<file path="src/rtl/reset_sequencer.sv">
// Staggered multi-domain reset sequencer: holds every domain in reset, then releases them one by one.
// Optional watchdog is built only when RST_SEQ_WDT_EN is defined.
module reset_sequencer #(
  parameter int          NUM_DOMAINS    = 4,
  parameter int          HOLD_CYCLES    = 16,
  parameter int          STAGGER_CYCLES = 8,
  parameter logic [23:0] WDT_TIMEOUT    = 24'd1000000
) (
  input  logic                   clk,
  input  logic                   rst,
  input  logic                   sw_rst_req,
  input  logic                   ext_rst_req,
  input  logic                   wdt_kick,
  input  logic                   cause_clear,
  output logic [NUM_DOMAINS-1:0] domain_rst_n,
  output logic                   all_released,
  output logic [2:0]             rst_cause
);

  typedef enum logic [1:0] {HOLD, RELEASE, RUN} state_t;

  localparam logic [7:0] HOLD_LAST = 8'(HOLD_CYCLES - 1);
  localparam logic [7:0] STAG_LAST = 8'(STAGGER_CYCLES - 1);
  localparam logic [2:0] IDX_LAST  = 3'(NUM_DOMAINS - 1);

  state_t                 state, state_nxt;
  logic [7:0]             cnt, cnt_nxt;
  logic [2:0]             idx, idx_nxt;
  logic [NUM_DOMAINS-1:0] dom_nxt;
  logic                   wdt_evt;
  logic                   evt;
  logic [2:0]             cause_now;

`ifdef RST_SEQ_WDT_EN
  localparam logic [23:0] WDT_LAST = WDT_TIMEOUT - 24'd1;
  logic [23:0] wdt_cnt;

  assign wdt_evt = (state == RUN) && (wdt_cnt == WDT_LAST);

  // Runs only in RUN; any departure from RUN (including its own expiry) restarts it.
  always_ff @(posedge clk) begin
    if (rst)
      wdt_cnt <= '0;
    else if (state != RUN || wdt_kick || evt)
      wdt_cnt <= '0;
    else if (wdt_cnt != WDT_LAST)
      wdt_cnt <= wdt_cnt + 24'd1;
  end
`else
  logic wdt_unused;
  assign wdt_unused = wdt_kick ^ (^WDT_TIMEOUT);
  assign wdt_evt    = 1'b0;
`endif

  assign evt       = sw_rst_req | ext_rst_req | wdt_evt;
  assign cause_now = {wdt_evt, ext_rst_req, sw_rst_req};

  always_comb begin
    state_nxt = state;
    cnt_nxt   = cnt;
    idx_nxt   = idx;
    dom_nxt   = domain_rst_n;
    case (state)
      HOLD: begin
        dom_nxt = '0;
        idx_nxt = '0;
        if (evt)
          cnt_nxt = '0;
        else if (cnt >= HOLD_LAST) begin
          state_nxt = RELEASE;
          cnt_nxt   = '0;
          dom_nxt   = NUM_DOMAINS'(1);
        end else
          cnt_nxt = cnt + 8'd1;
      end
      RELEASE: begin
        if (evt) begin
          state_nxt = HOLD;
          cnt_nxt   = '0;
          idx_nxt   = '0;
          dom_nxt   = '0;
        end else if (idx == IDX_LAST) begin
          state_nxt = RUN;
          cnt_nxt   = '0;
        end else if (cnt >= STAG_LAST) begin
          // Released bits are contiguous from bit 0, so shifting in a 1 frees the next domain.
          cnt_nxt = '0;
          idx_nxt = idx + 3'd1;
          dom_nxt = NUM_DOMAINS'({domain_rst_n, 1'b1});
        end else
          cnt_nxt = cnt + 8'd1;
      end
      RUN: begin
        if (evt) begin
          state_nxt = HOLD;
          cnt_nxt   = '0;
          idx_nxt   = '0;
          dom_nxt   = '0;
        end
      end
      default: begin
        state_nxt = HOLD;
        cnt_nxt   = '0;
        idx_nxt   = '0;
        dom_nxt   = '0;
      end
    endcase
  end

  always_ff @(posedge clk) begin
    if (rst) begin
      state        <= HOLD;
      cnt          <= '0;
      idx          <= '0;
      domain_rst_n <= '0;
      all_released <= 1'b0;
      rst_cause    <= 3'b000;
    end else begin
      state        <= state_nxt;
      cnt          <= cnt_nxt;
      idx          <= idx_nxt;
      domain_rst_n <= dom_nxt;
      all_released <= (state_nxt == RUN);
      if (evt)
        rst_cause <= cause_now;
      else if (cause_clear)
        rst_cause <= 3'b000;
    end
  end

endmodule

</file>
<file path="config.mk">
export PLATFORM = sky130hd
export DESIGN_NAME = reset_sequencer
export DESIGN_NICKNAME = d
export VERILOG_FILES = /design/src/rtl/reset_sequencer.sv
export SDC_FILE = /design/constraint.sdc
export NUM_CORES = 1
export LEC_CHECK = 0
export CORE_MARGIN = 1
export CORE_UTILIZATION = 45
export DETAILED_ROUTE_END_ITERATION = 6
export PLACE_DENSITY = 0.75
export SYNTH_ARGS = -nofsm -noshare
export SYNTH_HDL_FRONTEND = slang
export SYNTH_SLANG_ARGS = --single-unit
</file>
<file path="constraint.sdc">
create_clock -name clk -period 1.75 [get_ports clk]
set_input_delay 0.175 -clock clk [delete_from_list [all_inputs] [get_ports clk]]
set_output_delay 0.175 -clock clk [all_outputs]
set_load 0.02 [all_outputs]
</file>
==> results of run 1 <==
## cells by family after synthesis
kind of cell	Yosys count
AO/OA/AOI/OAI	28
adder cells (fa/ha/maj)	3
buffers and inverters	7
flip-flops	20
multiplexers	1
other	1
AND/OR/NAND/NOR	27
## state kept, by name, summed over array words and instances, names as in the netlist
signal / cells
state: 2
idx: 3
all_released: 1
cnt: 8
rst_cause: 2
domain_rst_n: 4
## routing by layer
layer	track usage [%]	up-vias
li1	-	371
met1	24.0	339
met2	30.6	23
met3	3.57	4
met4	9.09	0
met5	0	-
## what timing repair did
action,CTS,global route
endpoints found under the setup margin,6,8
cloned,0,0
hold buffers,0,0
pin swaps,4,1
endpoints found under the hold margin,0,0
resized for setup,0,2
setup buffers,0,1
## area by class of cell
| class | instances | area (um^2) |
|---|---|---|
| inverter | 3 | 11.3 |
| clock inverter | 1 | 30.0 |
| multi-input combinational | 60 | 428 |
| clock buffer | 3 | 22.5 |
| timing repair buffer | 25 | 215 |
| fill | 159 | 607 |
| sequential | 20 | 400 |
| tap | 25 | 31.3 |
## placed cells by master, fill, tap and decap left out, types with 2 or more instances in the layout
cell type	instances
nand2_1	3
a22o_1	6
buf_4	14
and2_1	4
a21oi_1	6
ha_1	3
clkdlybuf4s50_1	11
o21ai_0	2
nor2_1	8
a31oi_1	2
dfxtp_1	20
inv_1	3
clkbuf_4	3
## worst reg2reg max path, cell delays in order, from the launching register on
cell,delay (ns)
dfxtp_1,0.33
or4_4,0.55
or4b_4,0.52
a21oi_4,0.20
a22o_1,0.16
## where the power goes
group          internal [mW]  total, mW  switching [mW]  leakage [nW]
logic                 0.0251     0.0452          0.0200         0.271
registers              0.459      0.461         0.00230         0.162
clock network          0.232      0.383           0.151        0.0279
## through the flow
step / area, um^2 / hold slack (ns) / power [mW] / TNS (ns) / setup slack, ns
finish: 1140 / 0.477 / 0.889 / -0.229 / -0.0483
global route: 1140 / 0.496 / 0.919 / -0.656 / -0.118
CTS: 1120 / 0.481 / 0.887 / -0.297 / -0.0608
detailed placement: 1070 / 0.447 / 0.515 / -1.55 / -0.221
global placement: 1070 / 0.446 / 0.514 / -1.49 / -0.209
floorplan: 852 / 0.247 / 0.488 / 0 / 0.00617
## worst max-delay path by stage
stage	from	endpoint	cells after the start	slack, ns
floorplan	cnt[4]	idx[0]	4	0.006
global placement	sw_rst_req	domain_rst_n[3]	5	-0.21
detailed placement	sw_rst_req	idx[0]	5	-0.22
CTS	cnt[4]	idx[0]	4	-0.06
global route	cnt[4]	idx[1]	4	-0.12
finish	cnt[4]	idx[1]	4	-0.05
==> metrics.txt, run 1 <==
fraction of layout cells with a size suffix above 1 19.6%; # setup viols final 6; Hold/Removal Path Class flop to flop; M1 wire length 769 um; Clock Sinks 20; post-route clock period utilization 103%; Mapped Cells 87; synth unique cells 36; Worst path top cell family by delay simple AND/OR/NAND/NOR gates; flop2flop setup slack -0.05 ns; worst-case reg-to-reg path depth 4; CTS clock-pin slew for the worst setup and hold paths 0.11 ns; Max Root-Sink Buffers 2; DR pass1 iterations 4; Cell Rows 15; Worst EP arrival 2.05 ns; die height 45.5 um; clock skew 0.00836 ns; fin. max-slew vios 0; Die ar. 2070 um^2; met3 WL 67 um; hpwl dp 1260 um; Post-synth ARST share 0%; top sig layer met4; total grt overflow 0; antenna cells 0; most instantiated library cell after synthesis dfxtp_1; Die X 45.5 um; number of nets with antenna violations after routing 0; final WL 1700 um; endpoints failing hold 0; DRC Markers 0; PortBufs 11; Critical path buffers and inverters 0; Hold Crit Depth 1; vias in the first global route 667; fin cells 137; top post-synthesis cells by count dfxtp_1, nor2_1, a21oi_1, a22o_1, and2_1; setup ws final -0.0483 ns; worst-path cell chain or4_4 > or4b_4 > a21oi_4 > a22o_1; RSZ-0062 raised after global routing yes; critical path data required time 2.01 ns; Seq cells post-synth 20; Worst IR Drop VDD 0.573 mV; Post-Synth Simple-Gate Area 18.4%; final critical-path required period 1.80 ns; Initial Util 48.8%; mux share of post-synthesis cell area 1.32%; hold wc startpoint cnt[6]; TritonCTS clock tree done; FMAX 556 MHz; total number of vias 737; largest family of logic cells by synthesized area compound AO/OA/AOI/OAI gates; area grow syn2layout 33.6%; Worst path slowest cell or4_4; Ports 14; crit-path max FO 6; Inst Count DP 132; power per cell area 781 nW/um^2; clock root buffer clkbuf_4; fin nets 122; Tot GR Track Use 18.9%; YS warnings 0; routability cong. 0.738; leading area contributor after synthesis dfxtp_1; first-pass GRT wire length 2770 um; Setup CP Type flop to flop; initial DRC count 21; top post-synthesis cells by area dfxtp_1, a22o_1, ha_1; CP Capture Type flop; CP Launch Type flop; Critical Path Max Stage Delay 0.55 ns; initial antenna violation count 0; WL/cell 12.4 um; syn_nets 96; cell area after synthesis 852 um^2; Hold EP cnt[6]; Floorplan Core Area 1750 um^2; failing checks setup timing; Leak 0.460 nW; post-synthesis compound-gate area fraction 25.0%; Vias/cell 5.38; final core utilization 65.2%; adder-cell share of the synthesized area 4.41%; worst r2r src cnt[4]; XOR/XNOR Fraction of Synth Area 0%; Yosys top cell area share 47.0%; cts bufs inserted 3; ys flop type dfxtp_1; outcome finished, violations left; CTS H-tree depth 1; pin count of the biggest net entering global routing 13; later-pin clock latency in the skew report 0.31 ns; sequential share of the synthesized area 47.0%; syn_area_per_cell 9.79 um^2; Post-synth EDFFs 0; routed wl met2 813 um; R2R Path End idx[1]; Max Cap Viol 0
(Power assumes the default switching activity.)
==> run 2: changes to the inputs <==
Settings changed: ABC_AREA set to 1, CORE_MARGIN 1 to unset, CORE_UTILIZATION 45 to 46, SLEW_MARGIN set to 25.
==> metrics.txt, run 2 <==
outcome complete, no violations; clock skew 0.00623 ns (-0.00213 ns); DR pass1 iterations 4 (unchanged); Max Cap Viol 0 (unchanged); top post-synthesis cells by area dfxtp_1, nand2_1, nor2_1; CTS resizes 1 (+1); CTS clock-pin slew for the worst setup and hold paths 0.11 ns (about the same); Die ar. 2220 um^2 (+7.2%); die height 47.1 um (+3.6%); most common cell after layout, fill and taps aside nand2_1; total number of vias 796 (+8.0%); Setup CP Type flop to flop; final critical-path required period 1.60 ns (-0.202 ns); # setup viols final 0 (-6); critical path data required time 1.99 ns (-0.02 ns); clock root buffer clkbuf_4; Tot GR Track Use 17.3% (-1.6 points); initial DRC count 10 (-52%); Leak 0.514 nW (+12%); vias in the first global route 673 (+0.90%); WL/cell 10.3 um (-16%); Max Root-Sink Buffers 2 (unchanged); Cell Rows 15 (unchanged); most instantiated library cell after synthesis nand2_1; area grow syn2layout 17.5%; fin cells 168 (+23%); # fillers 189 (+19%); met2 usage in global routing 30.3% (-0.29 points); Vias/cell 4.74 (-12%); CP Capture Type flop; GRT met1 Usage 20.2% (-3.8 points); CTS H-tree depth 1 (unchanged); YS warnings 0 (unchanged); ys flop type dfxtp_1; Post-CTS Hold Buffers 0 (unchanged); TritonCTS clock tree done; Mapped Cells 130 (+49%); Final Hold Slack 0.440 ns (-0.0374 ns); total grt overflow 0 (unchanged); number of nets with antenna violations after routing 0 (unchanged); largest register by flop count cnt; Post-synth EDFFs 0 (unchanged); cts bufs inserted 3 (unchanged); fin nets 153 (+25%); FMAX 627 MHz (+13%); setup bufs post-CTS 0 (unchanged); commonest non-fill, non-tap cells in the layout nand2_1, nor2_1, dfxtp_1; later-pin clock latency in the skew report 0.30 ns (about the same); cell area after synthesis 937 um^2 (+10%); Die X 47.1 um (+3.6%); Yosys top cell area share 42.7% (-4.3 points); DRC Markers 0 (unchanged); Initial Util 51.5% (+2.7 points); antenna cells 0 (unchanged); fraction of layout cells with a size suffix above 1 12.6% (-7.1 points); power per cell area 702 nW/um^2 (-10%); top post-synthesis cells by count nand2_1, nor2_1, dfxtp_1, a21oi_1, inv_1; largest registers cnt: 8 flops, domain_rst_n: 4 flops, idx: 3 flops; global routing met3 resource utilization 6.15% (+2.6 points); first-pass GRT wire length 2660 um (-4.0%); number of flip-flops in the largest register 8 (unchanged); Floorplan Core Area 1820 um^2 (+4.3%); Most Used Layer, Global Route met2; initial antenna violation count 0 (unchanged); Worst IR Drop VDD 0.564 mV (-1.6%); PortBufs 11 (unchanged); Ports 14 (unchanged); sequential share of the synthesized area 42.7% (-4.3 points); fin. max-slew vios 0 (unchanged); Final Instance Area 1100 um^2 (-3.3%); final WL 1740 um (+2.4%); synth unique cells 21 (-42%); post-route clock period utilization 91.2% (-12 points); Post-synth ARST share 0% (unchanged); Clock Sinks 20 (unchanged); Inst Count DP 164 (+24%); Cell Area, Placed 1060 um^2 (-1.2%); syn_nets 139 (+45%); CP Launch Type flop; endpoints failing hold 0 (unchanged); syn_area_per_cell 7.21 um^2 (-26%); Worst EP arrival 1.84 ns (-0.21 ns); crit-path max FO 14 (+8); RSZ-0062 raised after global routing no; routability cong. 0.741 (+0.35%); Seq cells post-synth 20 (unchanged); Hold/Removal Path Class flop to flop; pin count of the biggest net entering global routing 15 (+2); hpwl dp 1210 um (-4.1%); leading area contributor after synthesis dfxtp_1
-- run 2: metrics by stage --
stage / setup WS, ns / power, mW / util (%) / setup TNS (ns)
after detailed placement: -0.0863 / 0.518 / 58.2 / -0.152
after floorplan: 0.419 / 0.498 / - / 0
after global routing: 0.0153 / 0.810 / 60.5 / 0
final: 0.154 / 0.773 / 60.5 / 0
after global placement: -0.0815 / 0.516 / 58.2 / -0.131
after CTS: 0.150 / 0.787 / 60.5 / 0
-- run 2: cell type report --
| class | count | area, um^2 | area share, % |
|---|---|---|---|
| Inverter | 13 | 50.0 | 4.55 |
| Multi-Input combinational cell | 93 | 458 | 41.6 |
| Tap cell | 25 | 31.3 | 2.84 |
| Sequential cell | 20 | 400 | 36.4 |
| Timing Repair Buffer | 13 | 125 | 11.4 |
| Clock buffer | 4 | 36.3 | 3.30 |
-- run 2: per-layer routing --
metal,part of all wire (%),vias up
li1,-,432
met5,0,-
met3,4.0,2
met4,0.69,0
met1,48,348
met2,47,14
-- run 2: final timing paths --
path | startpoint | cells after the start | endpoint | slack [ns]
max | idx[0] | 9 | domain_rst_n[0] | 0.15
min | cnt[5] | 2 | cnt[5] | 0.44
max reg2reg | idx[0] | 9 | domain_rst_n[0] | 0.15
min reg2reg | cnt[5] | 2 | cnt[5] | 0.44
-- run 2: critical path, stage by stage, from the launching register on --
cell	delay, ns
dfxtp_1	0.34
ha_1	0.19
ha_1	0.18
inv_1	0.09
nor2_1	0.07
nor2_4	0.27
nand2_1	0.16
nand2_1	0.08
nand2_1	0.04
nor2_1	0.10
-- run 2: power by group --
part           switching [mW]  internal, mW  total, mW  leakage [nW]
clock network           0.139         0.127      0.265        0.0210
logic                  0.0250        0.0191     0.0442         0.331
registers             0.00368         0.460      0.463         0.162
-- run 2: cells by family (layout without fill, tap and decap cells) --
family | count (synthesis) | in the layout | synth area share (%)
AND/OR/NAND/NOR | 74 | 74 | 35.9
flip-flops | 20 | 20 | 42.7
buffers and inverters | 17 | 30 | 8.94
AO/OA/AOI/OAI | 15 | 15 | 8.01
adder cells (fa/ha/maj) | 3 | 3 | 4.01
other | 1 | 1 | 0.400
==> run 3: changes to the inputs <==
Settings changed: GPL_TIMING_DRIVEN set to 0.
==> metrics.txt, run 3 (synthesized netlist as in run 2, its figures left out) <==
total grt overflow 0 (unchanged); worst-case reg-to-reg path depth 9 (unchanged); DRC Markers 0 (unchanged); first-pass GRT wire length 2680 um (+0.53%); initial DRC count 18 (+8); fraction of layout cells with a size suffix above 1 12.5% (-0.087 points); Clock Sinks 20 (unchanged); later-pin clock latency in the skew report 0.29 ns (about the same); final critical-path required period 1.49 ns (-0.109 ns); Setup CP Type flop to flop; Ports 14 (unchanged); critical path data required time 1.94 ns (-0.05 ns); fin nets 155 (+1.3%); Post-CTS Hold Buffers 0 (unchanged); vias in the first global route 661 (-1.8%); Power Total 0.710 mW (-8.2%); antenna cells 0 (unchanged); sequential cell area 400 um^2 (unchanged); fin. max-slew vios 0 (unchanged); Initial Util 51.5% (unchanged); Hold Crit Depth 2 (unchanged); Worst path top cell family by delay simple AND/OR/NAND/NOR gates; cts bufs inserted 3 (unchanged); total number of vias 809 (+1.6%); most common cell after layout, fill and taps aside nand2_1; Hold/Removal Path Class flop to flop; Worst IR Drop VDD 0.426 mV (-24%); clock root buffer clkbuf_4; Cell Rows 15 (unchanged); area grow syn2layout 17.5% (unchanged); PortBufs 11 (unchanged); number of flip-flops in the largest register 8 (unchanged); area of the multi-input gates 453 um^2 (-1.1%); final core utilization 60.5% (unchanged); initial antenna violation count 0 (unchanged); endpoints failing hold 0 (unchanged); number of nets with antenna violations after routing 0 (unchanged); hpwl dp 1240 um (+1.9%); Worst path slowest cell dfxtp_1; # setup viols final 0 (unchanged); post-route clock period utilization 85.0% (-6.2 points); WL/cell 9.32 um (-9.8%); CP Launch Type flop; # fillers 187 (-1.1%); CTS resizes 0 (-1); largest register by flop count cnt; Max Cap Viol 0 (unchanged); largest registers cnt: 8 flops, domain_rst_n: 4 flops, idx: 3 flops; final WL 1580 um (-9.3%); Final Hold Slack 0.442 ns (+0.00240 ns); pin count of the biggest net entering global routing 11 (-4); routability cong. 0.767 (+3.6%); DR pass1 iterations 4 (unchanged); Die ar. 2220 um^2 (unchanged); clock skew 0.00368 ns (-0.00255 ns); outcome complete, no violations; FMAX 672 MHz (+7.3%); commonest non-fill, non-tap cells in the layout nand2_1, nor2_1, dfxtp_1; CP Capture Type flop; die height 47.1 um (unchanged); CTS clock-pin slew for the worst setup and hold paths 0.10 ns (about the same); RSZ-0062 raised after global routing no; Leak 0.513 nW (-0.24%); power per cell area 645 nW/um^2 (-8.2%); Tot GR Track Use 17.6% (+0.30 points); Die X 47.1 um (unchanged); worst-path cell chain ha_1 > ha_1 > inv_1 > nor2_1 > nor2_2 > buf_6 > nand3_2 > nand2_1 > nor2_1; Critical Path Max Stage Delay 0.33 ns (about the same); Critical path buffers and inverters 2 (+1); Worst EP arrival 1.68 ns (-0.16 ns); stages on the worst setup path 9 (unchanged); CTS H-tree depth 1 (unchanged); setup bufs post-CTS 0 (unchanged); Floorplan Core Area 1820 um^2 (unchanged); crit-path max FO 10 (-4); Vias/cell 4.79 (+1.0%); total negative slack 0 ns (unchanged); Max Root-Sink Buffers 2 (unchanged); TritonCTS clock tree done
run 3: changes by cell type in the layout (fill, tap and decap cells not counted):
cell      before  now
buf_6          0    2
buf_1          0    1
buf_4          2    1
nor2_2         1    2
nor2_4         1    0
clkbuf_8       1    0
run 3: cell type report:
class / instances / share of cell area (%)
Timing Repair Buffer: 11 / 10.0
Clock buffer: 3 / 2.05
Sequential cell: 20 / 36.4
Buffer: 4 / 3.07
Inverter: 13 / 4.55
Multi-Input combinational cell: 93 / 41.1
Tap cell: 25 / 2.84
run 3: layer usage:
metal	track usage, %	up-vias	wire length [um]
met5	0	-	0
met4	10.3	0	42
met3	3.46	4	41
met2	26.7	12	729
met1	23.2	357	761
li1	-	436	-
run 3: path summary, 6_finish.rpt:
kind                     endpoint  slack, ns  startpoint
hold reg to reg            cnt[5]       0.44      cnt[5]
setup / recovery  domain_rst_n[1]       0.26      idx[0]
hold / removal             cnt[5]       0.44      cnt[5]
setup reg to reg  domain_rst_n[1]       0.26      idx[0]
run 3: report_power, final:
group,internal [mW],total (mW),switching [mW]
logic,0.0196,0.0435,0.0239
clock network,0.0800,0.203,0.123
registers,0.460,0.463,0.00380
run 3: through the flow:
| step | std cells | setup slack (ns) | cell area (um^2) |
|---|---|---|---|
| 6_report | 169 | 0.263 | 1100 |
| 5_1_grt | 169 | 0.135 | 1100 |
| 4_1_cts | 169 | 0.257 | 1100 |
| 3_5_place_dp | 166 | 0.0387 | 1080 |
| 3_3_place_gp | 166 | 0.0691 | 1080 |
| 2_1_floorplan | 130 | 0.419 | 937 |
run 3: worst register-to-register path, cell delays in order (launching register included):
cell and delay, ns:
dfxtp_1 0.33, ha_1 0.20, ha_1 0.18, inv_1 0.09, nor2_1 0.06, nor2_2 0.19, buf_6 0.18, nand3_2 0.06
nand2_1 0.06, nor2_1 0.04
